`src/rtl/command_parse_and_encapsulate_pcb_stat_pkg.sv`:
```
// Register map and status field positions shared by the PCB status register block.
package pcb_reg_pkg;

    localparam int unsigned PCB_ADDR_FREE  = 0;
    localparam int unsigned PCB_ADDR_WM    = 1;
    localparam int unsigned PCB_ADDR_THR   = 2;
    localparam int unsigned PCB_ADDR_ALARM = 3;
    localparam int unsigned PCB_NUM_REGS   = 4;

    // Layout of the alarm status register.
    localparam int unsigned ALARM_STICKY_BIT = 0;
    localparam int unsigned ALARM_CNT_LSB    = 16;

    typedef enum logic [1:0] {
        RegFree  = 2'(PCB_ADDR_FREE),
        RegWm    = 2'(PCB_ADDR_WM),
        RegThr   = 2'(PCB_ADDR_THR),
        RegAlarm = 2'(PCB_ADDR_ALARM)
    } pcb_reg_e;

endpackage

```
`src/rtl/command_parse_and_encapsulate_pcb_stat_if.sv`:
```
// Config-bus command/response bundle between the command parser and the PCB status block.
interface command_parse_and_encapsulate_pcb_stat_if #(
    parameter int unsigned ADDR_W = 19,
    parameter int unsigned DATA_W = 32
);
    logic [ADDR_W-1:0] iv_addr;
    logic              i_addr_fixed;
    logic [DATA_W-1:0] iv_wdata;
    logic              i_wr_pcb;
    logic              i_rd_pcb;
    logic              o_wr_pcb;
    logic [ADDR_W-1:0] ov_addr_pcb;
    logic              o_addr_fixed_pcb;
    logic [DATA_W-1:0] ov_rdata_pcb;

    modport master (
        output iv_addr, i_addr_fixed, iv_wdata, i_wr_pcb, i_rd_pcb,
        input  o_wr_pcb, ov_addr_pcb, o_addr_fixed_pcb, ov_rdata_pcb
    );

    modport slave (
        input  iv_addr, i_addr_fixed, iv_wdata, i_wr_pcb, i_rd_pcb,
        output o_wr_pcb, ov_addr_pcb, o_addr_fixed_pcb, ov_rdata_pcb
    );
endinterface

```
`src/rtl/command_parse_and_encapsulate_pcb_stat_monitor.sv`:
```
// Free-bufid monitor: low watermark tracking, alarm edge detection and a sticky,
// saturating alarm event counter.
module pcb_free_monitor #(
    parameter int unsigned BUFID_W = 9,
    parameter int unsigned CNT_W   = 16
) (
    input  logic               clk_i,
    input  logic               rst_i,
    input  logic [BUFID_W-1:0] free_i,
    input  logic [BUFID_W-1:0] thr_i,
    input  logic               rearm_i,
    input  logic               clr_i,
    output logic [BUFID_W-1:0] wm_o,
    output logic               wm_valid_o,
    output logic               alarm_o,
    output logic               sticky_o,
    output logic [CNT_W-1:0]   alarm_cnt_o
);
    logic [BUFID_W-1:0] wm_q, wm_d;
    logic               wm_valid_q, wm_valid_d;
    logic               alarm_q;
    logic               alarm;
    logic               rise;
    logic               sticky_q, sticky_d;
    logic [CNT_W-1:0]   cnt_q, cnt_d;

    always_comb begin
        wm_d       = wm_q;
        wm_valid_d = wm_valid_q;
        if (!wm_valid_q || rearm_i || (free_i < wm_q)) begin
            wm_d       = free_i;
            wm_valid_d = 1'b1;
        end
    end

    // A zero threshold can never be undercut, so the alarm stays quiet.
    assign alarm = (free_i < thr_i);
    assign rise  = alarm & ~alarm_q;

    // A new alarm event beats a same-cycle clear: it restarts the count at one.
    always_comb begin
        sticky_d = sticky_q;
        cnt_d    = cnt_q;
        if (rise) begin
            sticky_d = 1'b1;
            if (clr_i) begin
                cnt_d = CNT_W'(1);
            end else if (cnt_q != {CNT_W{1'b1}}) begin
                cnt_d = cnt_q + CNT_W'(1);
            end
        end else if (clr_i) begin
            sticky_d = 1'b0;
            cnt_d    = '0;
        end
    end

    always_ff @(posedge clk_i) begin
        if (rst_i) begin
            wm_q       <= '0;
            wm_valid_q <= 1'b0;
            alarm_q    <= 1'b0;
            sticky_q   <= 1'b0;
            cnt_q      <= '0;
        end else begin
            wm_q       <= wm_d;
            wm_valid_q <= wm_valid_d;
            alarm_q    <= alarm;
            sticky_q   <= sticky_d;
            cnt_q      <= cnt_d;
        end
    end

    assign wm_o        = wm_q;
    assign wm_valid_o  = wm_valid_q;
    assign alarm_o     = alarm_q;
    assign sticky_o    = sticky_q;
    assign alarm_cnt_o = cnt_q;

endmodule

```
`src/rtl/command_parse_and_encapsulate_pcb_stat.sv`:
```
// PCB status register front end: decodes config-bus reads/writes to a four-entry register
// file and returns each read as a single registered response beat.
module command_parse_and_encapsulate_pcb_stat
    import pcb_reg_pkg::*;
#(
    parameter int unsigned BUFID_W = 9,
    parameter int unsigned ADDR_W  = 19,
    parameter int unsigned DATA_W  = 32,
    parameter int unsigned THR_RST = 16,
    parameter int unsigned CNT_W   = 16
) (
    input  logic                                   i_clk,
    input  logic                                   i_rst,
    input  logic [BUFID_W-1:0]                     iv_free_pkt_bufid_num,
    command_parse_and_encapsulate_pcb_stat_if.slave cmd,
    output logic                                   o_free_alarm
);
    logic               addr_hit;
    pcb_reg_e           reg_sel;
    logic               wr_hit;
    logic               rd_hit;
    logic               rearm;
    logic               clr;
    logic [BUFID_W-1:0] thr_q, thr_d;
    logic [BUFID_W-1:0] wm;
    logic               wm_valid;
    logic               sticky;
    logic [CNT_W-1:0]   alarm_cnt;
    logic [DATA_W-1:0]  rd_data;

    logic               rsp_valid_q, rsp_valid_d;
    logic [ADDR_W-1:0]  rsp_addr_q, rsp_addr_d;
    logic               rsp_fixed_q, rsp_fixed_d;
    logic [DATA_W-1:0]  rsp_data_q, rsp_data_d;

    logic               unused_wdata;

    assign addr_hit = cmd.i_addr_fixed && (cmd.iv_addr < ADDR_W'(PCB_NUM_REGS));
    assign reg_sel  = pcb_reg_e'(cmd.iv_addr[1:0]);
    assign wr_hit   = cmd.i_wr_pcb & addr_hit;
    // A write in the same cycle takes priority and swallows the read.
    assign rd_hit   = cmd.i_rd_pcb & ~cmd.i_wr_pcb & addr_hit;
    assign rearm    = wr_hit && (reg_sel == RegWm);
    assign clr      = wr_hit && (reg_sel == RegAlarm) && cmd.iv_wdata[ALARM_STICKY_BIT];

    assign unused_wdata = ^cmd.iv_wdata;

    always_comb begin
        thr_d = thr_q;
        if (wr_hit && (reg_sel == RegThr)) begin
            thr_d = cmd.iv_wdata[BUFID_W-1:0];
        end
    end

    pcb_free_monitor #(
        .BUFID_W (BUFID_W),
        .CNT_W   (CNT_W)
    ) u_monitor (
        .clk_i       (i_clk),
        .rst_i       (i_rst),
        .free_i      (iv_free_pkt_bufid_num),
        .thr_i       (thr_q),
        .rearm_i     (rearm),
        .clr_i       (clr),
        .wm_o        (wm),
        .wm_valid_o  (wm_valid),
        .alarm_o     (o_free_alarm),
        .sticky_o    (sticky),
        .alarm_cnt_o (alarm_cnt)
    );

    always_comb begin
        rd_data = '0;
        case (reg_sel)
            RegFree: rd_data = DATA_W'(iv_free_pkt_bufid_num);
            RegWm:   rd_data = wm_valid ? DATA_W'(wm) : DATA_W'(iv_free_pkt_bufid_num);
            RegThr:  rd_data = DATA_W'(thr_q);
            RegAlarm: begin
                rd_data[ALARM_STICKY_BIT]         = sticky;
                rd_data[ALARM_CNT_LSB +: CNT_W]   = alarm_cnt;
            end
            default: rd_data = '0;
        endcase
    end

    // Response fields are zero whenever no beat is issued; nothing is held over.
    always_comb begin
        rsp_valid_d = rd_hit;
        rsp_fixed_d = rd_hit;
        rsp_addr_d  = rd_hit ? cmd.iv_addr : '0;
        rsp_data_d  = rd_hit ? rd_data : '0;
    end

    always_ff @(posedge i_clk) begin
        if (i_rst) begin
            thr_q       <= BUFID_W'(THR_RST);
            rsp_valid_q <= 1'b0;
            rsp_addr_q  <= '0;
            rsp_fixed_q <= 1'b0;
            rsp_data_q  <= '0;
        end else begin
            thr_q       <= thr_d;
            rsp_valid_q <= rsp_valid_d;
            rsp_addr_q  <= rsp_addr_d;
            rsp_fixed_q <= rsp_fixed_d;
            rsp_data_q  <= rsp_data_d;
        end
    end

    assign cmd.o_wr_pcb         = rsp_valid_q;
    assign cmd.ov_addr_pcb      = rsp_addr_q;
    assign cmd.o_addr_fixed_pcb = rsp_fixed_q;
    assign cmd.ov_rdata_pcb     = rsp_data_q;

endmodule

```
`src/flat_wrapper.sv`:
```
// flat-port wrapper written by rule: the top's interface ports become plain ports
module command_parse_and_encapsulate_pcb_stat_flat import pcb_reg_pkg::*;
#(
    parameter int unsigned BUFID_W = 9,
    parameter int unsigned ADDR_W  = 19,
    parameter int unsigned DATA_W  = 32,
    parameter int unsigned THR_RST = 16,
    parameter int unsigned CNT_W   = 16
)
  (i_clk, i_rst, iv_free_pkt_bufid_num, o_free_alarm, cmd_iv_addr, cmd_i_addr_fixed, cmd_iv_wdata, cmd_i_wr_pcb, cmd_i_rd_pcb, cmd_o_wr_pcb, cmd_ov_addr_pcb, cmd_o_addr_fixed_pcb, cmd_ov_rdata_pcb);
  command_parse_and_encapsulate_pcb_stat_if #(.ADDR_W(ADDR_W), .DATA_W(DATA_W)) cmd_i ();
  input  logic i_clk;
  input  logic i_rst;
  input  logic [BUFID_W-1:0] iv_free_pkt_bufid_num;
  output logic o_free_alarm;
  input wire logic [$bits(cmd_i.iv_addr)-1:0] cmd_iv_addr;
  input wire logic [$bits(cmd_i.i_addr_fixed)-1:0] cmd_i_addr_fixed;
  input wire logic [$bits(cmd_i.iv_wdata)-1:0] cmd_iv_wdata;
  input wire logic [$bits(cmd_i.i_wr_pcb)-1:0] cmd_i_wr_pcb;
  input wire logic [$bits(cmd_i.i_rd_pcb)-1:0] cmd_i_rd_pcb;
  output wire logic [$bits(cmd_i.o_wr_pcb)-1:0] cmd_o_wr_pcb;
  output wire logic [$bits(cmd_i.ov_addr_pcb)-1:0] cmd_ov_addr_pcb;
  output wire logic [$bits(cmd_i.o_addr_fixed_pcb)-1:0] cmd_o_addr_fixed_pcb;
  output wire logic [$bits(cmd_i.ov_rdata_pcb)-1:0] cmd_ov_rdata_pcb;
  assign cmd_i.iv_addr = cmd_iv_addr;
  assign cmd_i.i_addr_fixed = cmd_i_addr_fixed;
  assign cmd_i.iv_wdata = cmd_iv_wdata;
  assign cmd_i.i_wr_pcb = cmd_i_wr_pcb;
  assign cmd_i.i_rd_pcb = cmd_i_rd_pcb;
  assign cmd_o_wr_pcb = cmd_i.o_wr_pcb;
  assign cmd_ov_addr_pcb = cmd_i.ov_addr_pcb;
  assign cmd_o_addr_fixed_pcb = cmd_i.o_addr_fixed_pcb;
  assign cmd_ov_rdata_pcb = cmd_i.ov_rdata_pcb;
  command_parse_and_encapsulate_pcb_stat #(.BUFID_W(BUFID_W), .ADDR_W(ADDR_W), .DATA_W(DATA_W), .THR_RST(THR_RST), .CNT_W(CNT_W)) u_core (.i_clk(i_clk), .i_rst(i_rst), .iv_free_pkt_bufid_num(iv_free_pkt_bufid_num), .cmd(cmd_i), .o_free_alarm(o_free_alarm));
endmodule
```
`config.mk`:
```
export PLATFORM = sky130hd
export DESIGN_NAME = command_parse_and_encapsulate_pcb_stat_flat
export DESIGN_NICKNAME = d
export VERILOG_FILES = /design/src/rtl/command_parse_and_encapsulate_pcb_stat_pkg.sv /design/src/rtl/command_parse_and_encapsulate_pcb_stat_if.sv /design/src/rtl/command_parse_and_encapsulate_pcb_stat_monitor.sv /design/src/rtl/command_parse_and_encapsulate_pcb_stat.sv /design/src/flat_wrapper.sv
export SDC_FILE = /design/constraint.sdc
export NUM_CORES = 1
export LEC_CHECK = 0
export ABC_AREA = 1
export CAP_MARGIN = 20
export CORE_MARGIN = 2
export CORE_UTILIZATION = 46
export DETAILED_ROUTE_END_ITERATION = 6
export GPL_ROUTABILITY_DRIVEN = 0
export PLACE_DENSITY = 0.81
export SYNTH_ARGS = -nofsm -noshare
export SYNTH_HDL_FRONTEND = slang
export SYNTH_SLANG_ARGS = --single-unit
```
`constraint.sdc`:
```
create_clock -name i_clk -period 2.4 [get_ports i_clk]
set_input_delay 0.36 -clock i_clk [delete_from_list [all_inputs] [get_ports i_clk]]
set_output_delay 0.36 -clock i_clk [all_outputs]
set_load 0.05 [all_outputs]
```
-- After elaboration in Yosys (flattened, before gate mapping)
Index checks and enable logic that the tools add are counted.
- $lt $le $gt $ge: 3
- mux-type cells: 10
- add/sub/neg operators: 1
- bitwise logic cells: 7
- equal/unequal tests: 4
- reductions and logical operators: 14
- operators with widths (cell ; number):
    $mux 16 ; 4
    $pmux 16 s3 ; 1
    $pmux 15 s3 ; 1
    $lt 19x3->1 const B ; 1
    $lt 9x9->1 ; 2
    $add 16x1->16 const B ; 1
    $ne 16x16->1 const B ; 1
    $mux 9 ; 1
    $logic_and 1x1->1 ; 5
    $and 1x1->1 ; 4
    $eq 2x2->1 const B ; 2
    $pmux 1 s4 ; 1
    $reduce_bool 2->1 ; 2
    $reduce_or 2->1 ; 2
    $not 1->1 ; 3
    $eq 2x1->1 const B ; 1
    $logic_not 2->1 ; 1
    $logic_or 1x1->1 ; 2
    $mux 1 ; 2
    $reduce_and 2->1 ; 1
    $logic_not 1->1 ; 1
- register bits: 89
- input port bits: 65
- output and inout bits: 54

-- Longest topological paths before layout
- depth in word-level cells: 7
- gate-level depth with buffers: 14
- mapped depth without buffers: 14

-- Cells and area by module
A second synthesis with hierarchy kept.
- cell total of the unflattened synthesis: 527
- area, all modules: 3916.3 um2
- modules (own cells, without submodules) (module ; cells each ; seq. area each (um2) ; area each (um2) ; times used):
    command_parse_and_encapsulate_pcb_stat ; 244 ; 1081.0 ; 2031.9 ; 1
    pcb_free_monitor ; 283 ; 560.5 ; 1884.3 ; 1

-- Worst setup path before layout
OpenSTA, ideal clock, no wires.
- path type: in2reg
- start: input port iv_free_pkt_bufid_num[8]
- end: register u_core.u_monitor.cnt_q[1], in the netlist u_core.u_monitor.alarm_cnt_o[1]
- buffers on the path: 0
- stages: 9
- arrival: 1.755 ns
- required time: 2.330 ns
- setup slack: 0.575 ns
- path through: ha_1 -> a21o_1 -> nor2_1 -> nand3_1 -> nor2_4 -> nand2_4 -> nor2_1 -> nand2_1 -> a21oi_1
- word-level cells in the longest chain between the ends: 4
- elaborated cells on any way between the ends: 5
- classes of those cells: order compare: 1; mux: 1; bitwise: 1; reduce/logical: 2
- ends and longest elaborated chain (item ; RTL line ; text):
    start: declaration ; flat_wrapper.sv:14 ; input logic [BUFID_W-1:0] iv_free_pkt_bufid_num;
    $lt 9x9->1 * ; command_parse_and_encapsulate_pcb_stat_monitor.sv:37 ; assign alarm = (free_i < thr_i);
    $and 1x1->1 * ; command_parse_and_encapsulate_pcb_stat_monitor.sv:38 ; assign rise = alarm & ~alarm_q;
    $reduce_bool 2->1 (no source line) ; -- ;
    $reduce_and 2->1 (no source line) ; -- ;
    end signal: assignment ; command_parse_and_encapsulate_pcb_stat_monitor.sv:69 ; cnt_q <= cnt_d;
    end: declaration ; command_parse_and_encapsulate_pcb_stat_monitor.sv:25 ; logic [CNT_W-1:0] cnt_q, cnt_d;
Every way passes the cells marked *; elsewhere a longest branch is shown, timed or not.
A chain may end at the register's enable or synchronous reset.

-- Final worst setup path
- start: input port iv_free_pkt_bufid_num[4]
- end: register u_core.u_monitor.wm_q[8], in the netlist u_core.u_monitor.wm_o[8]
- word-level cells in the longest chain between the ends: 2
- ends and longest elaborated chain (item ; RTL line ; text):
    $lt 9x9->1 ; command_parse_and_encapsulate_pcb_stat_monitor.sv:30 ; if (!wm_valid_q || rearm_i || (free_i < wm_q)) begin
    $logic_or 1x1->1 ; command_parse_and_encapsulate_pcb_stat_monitor.sv:30 ;
    end signal: assignment ; command_parse_and_encapsulate_pcb_stat_monitor.sv:65 ; wm_q <= wm_d;
    end: declaration ; command_parse_and_encapsulate_pcb_stat_monitor.sv:19 ; logic [BUFID_W-1:0] wm_q, wm_d;
No other way between the ends.

==> metrics.cfg <==
[clock_tree]
cts-hold-fix-buffers = 0
clkSinkCount = 82
cts_tree = yes
clockBufferDepth = 2
cts_root_buf = clkbuf_8
ctsResizeCount = 0
cts_buffers = 9
clk_latency_ps = 360
clkTransAtPathRegs_ps = 80
cts_setup_buffers = 0
cts.htree.levels = 3

[yosys]
syn_avg_cell_area_sq_um = 7.67
synth-xor-area-share_pct = 1.73
synth_cells = 462
synth_fa_ha_area_share_pct = 6.00
synth_cell_types = 32
synth_top_family_by_area = simple AND/OR/NAND/NOR gates
synth-seq-cells = 82
ys_warn_count = 0
muxShareOfSynthArea_pct = 0
synth_compound_area_share_pct = 11.5
synth_area_sq_um = 3540
ys_seq_area_share_pct = 46.3
synth-simple-area-share_pct = 24.6

[sta]
setup_tns_ps = 0
final_hold_viol_count = 0
finalCritPeriodShare_pct = 86.0
relSlewSlack_pct = 43.3
max_clock_freq_ghz = 0.484
rsz0062_at_grt = false
setup_viol = 0
fin_crit_ps = 2060
final.setup_skew_ps = 16.7
tightest_slew_ps = 849
finalMaxSlewViolations = 0

[setup_path]
crit_arrival_ps = 2300
path_max_fanout = 10
start_kind = input port
endpoint_kind = register
worstPathRequired_ps = 2630
critical_path_class = in2reg

[power_and_ir_drop]
p_leak_nw = 1.97
p_per_area_nw_per_um2 = 602
ir_drop_mv = 0.341

[cells_and_area]
n_antenna_cell = 0
drive_above_1_share_pct = 8.19
finalNonFillerCells = 688
fillCellCount = 671
layout_common_cells = 88 x clkdlybuf4s50_1, 86 x nand2_1, 82 x dfxtp_1
finalNetCount = 663
synthToLayoutAreaGrowth_pct = 37.6
mostFrequentLayoutCell = clkdlybuf4s50_1

[place]
port_buffers = 88
dp.cells = 672
dp_hpwl_mm = 6.26

[drt]
ant_nets = 0
drtIter0Drc = 187
num_vias = 3376
routed_wl_mm = 8.58
drc = 0
drtPass1Iterations = 5
via_per_inst = 4.91
wl_per_cell_um = 12.5

[floorplanning]
dieArea_sq_um = 8420
core_sq_um = 7610
die_x_um = 91.8
die_y_um = 91.8
initial_core_util_pct = 46.6
io_pins = 119
placement_rows = 32

[grt]
antenna_found_initial = 0
grt_pass1_wl_mm = 13.9
grt_max_degree = 28
grt_pass1_vias = 3226
track_usage_pct = 20.7
grt_overflow = 0

[min_path]
hp-class = reg2reg

[run_status]
status = finished, final reports clean

[flow_run]
maxCapViolations = 0

synth_stat cells:
library cell	n	share of area [%]
a211oi_1	7	1.5
a21o_1	1	0.21
a21oi_1	37	5.2
a221oi_1	1	0.25
a31oi_1	7	1.2
a32oi_1	1	0.25
buf_2	2	0.28
buf_4	8	1.7
buf_6	1	0.32
clkbuf_1	8	0.85
clkinv_1	1	0.11
conb_1	1	0.11
dfxtp_1	82	46
ha_1	17	6.0
inv_1	55	5.8
inv_2	6	0.64
nand2_1	86	9.1
nand2_2	1	0.18
nand2_4	1	0.32
nand3_1	25	3.5
nand3_2	3	0.85
nand4_1	15	2.6
nor2_1	63	6.7
nor2_2	4	0.71
nor2_4	1	0.32
nor3_1	2	0.28
o211ai_1	1	0.21
o21a_1	1	0.21
o21ai_0	12	1.7
o21ai_1	4	0.56
o22ai_1	1	0.18
xor2_1	7	1.7
power breakdown:
group          total (mW)  internal, mW  switching (mW)
combinational       0.395         0.160           0.235
sequential           1.41          1.39          0.0209
clock                1.12         0.616           0.508
critical path, cell delays in order:
cell and delay (ps):
clkdlybuf4s50_1 430, buf_4 160, ha_1 300, nand2_1 70, o21ai_0 210, nand2_1 70
nand3_1 100, nand3_1 330, nand2_1 190, a21oi_1 80
sequential cells by signal, indices dropped and copies added (netlist names):
register and flops:
u_core.cmd.ov_addr_pcb 19, u_core.thr_q 9, u_core.cmd.o_wr_pcb 1, u_core.u_monitor.wm_o 9
u_core.u_monitor.sticky_o 1, u_core.u_monitor.alarm_cnt_o 16, u_core.cmd.ov_rdata_pcb 25, u_core.u_monitor.wm_valid_o 1
u_core.u_monitor.alarm_o 1
logic make-up after synthesis:
group,Yosys count
buffers and inverters,81
XOR/XNOR,7
flip-flops,82
adder cells (fa/ha/maj),17
AO/OA/AOI/OAI,73
other,1
AND/OR/NAND/NOR,201
layout make-up:
class	count	area, sq um	area share, %
multi-input cells	322	1640	33.7
repair buffers	104	1000	20.5
inverters	62	233	4.77
clock inverters	6	90.1	1.85
flip-flops and latches	82	1640	33.7
clock buffers	10	138	2.82
well taps	102	128	2.62
stage by stage:
stage	util, %	cell area, sq um	setup slack [ps]	power [mW]	hold WS (ps)
6_report	64.1	4870	335	2.93	467
5_1_grt	64.1	4870	188	3.06	495
4_1_cts	64.1	4870	387	2.95	472
3_5_place_dp	61.1	4650	28.6	1.83	457
3_3_place_gp	61.1	4650	76.5	1.82	452
2_1_floorplan	-	3630	575	1.68	435
worst paths after layout:
path | startpoint | to | slack [ps] | cells after the start
max | iv_free_pkt_bufid_num[4] | u_core.u_monitor.wm_o[8] | 340 | 10
min | u_core.u_monitor.alarm_cnt_o[1] | u_core.cmd.ov_rdata_pcb[17] | 470 | 2
max reg2reg | u_core.u_monitor.alarm_cnt_o[0] | u_core.u_monitor.alarm_cnt_o[2] | 360 | 10
min reg2reg | u_core.u_monitor.alarm_cnt_o[1] | u_core.cmd.ov_rdata_pcb[17] | 470 | 2
metal layers:
layer / vias to the layer above / track usage (%) / part of all wire [%]
li1: 1709 / - / -
met5: - / 0 / 0
met2: 120 / 35.0 / 48
met4: 0 / 9.20 / 1.4
met3: 10 / 5.09 / 7.4
met1: 1537 / 24.9 / 43
No activity file was read; power rests on OpenSTA's default activity.
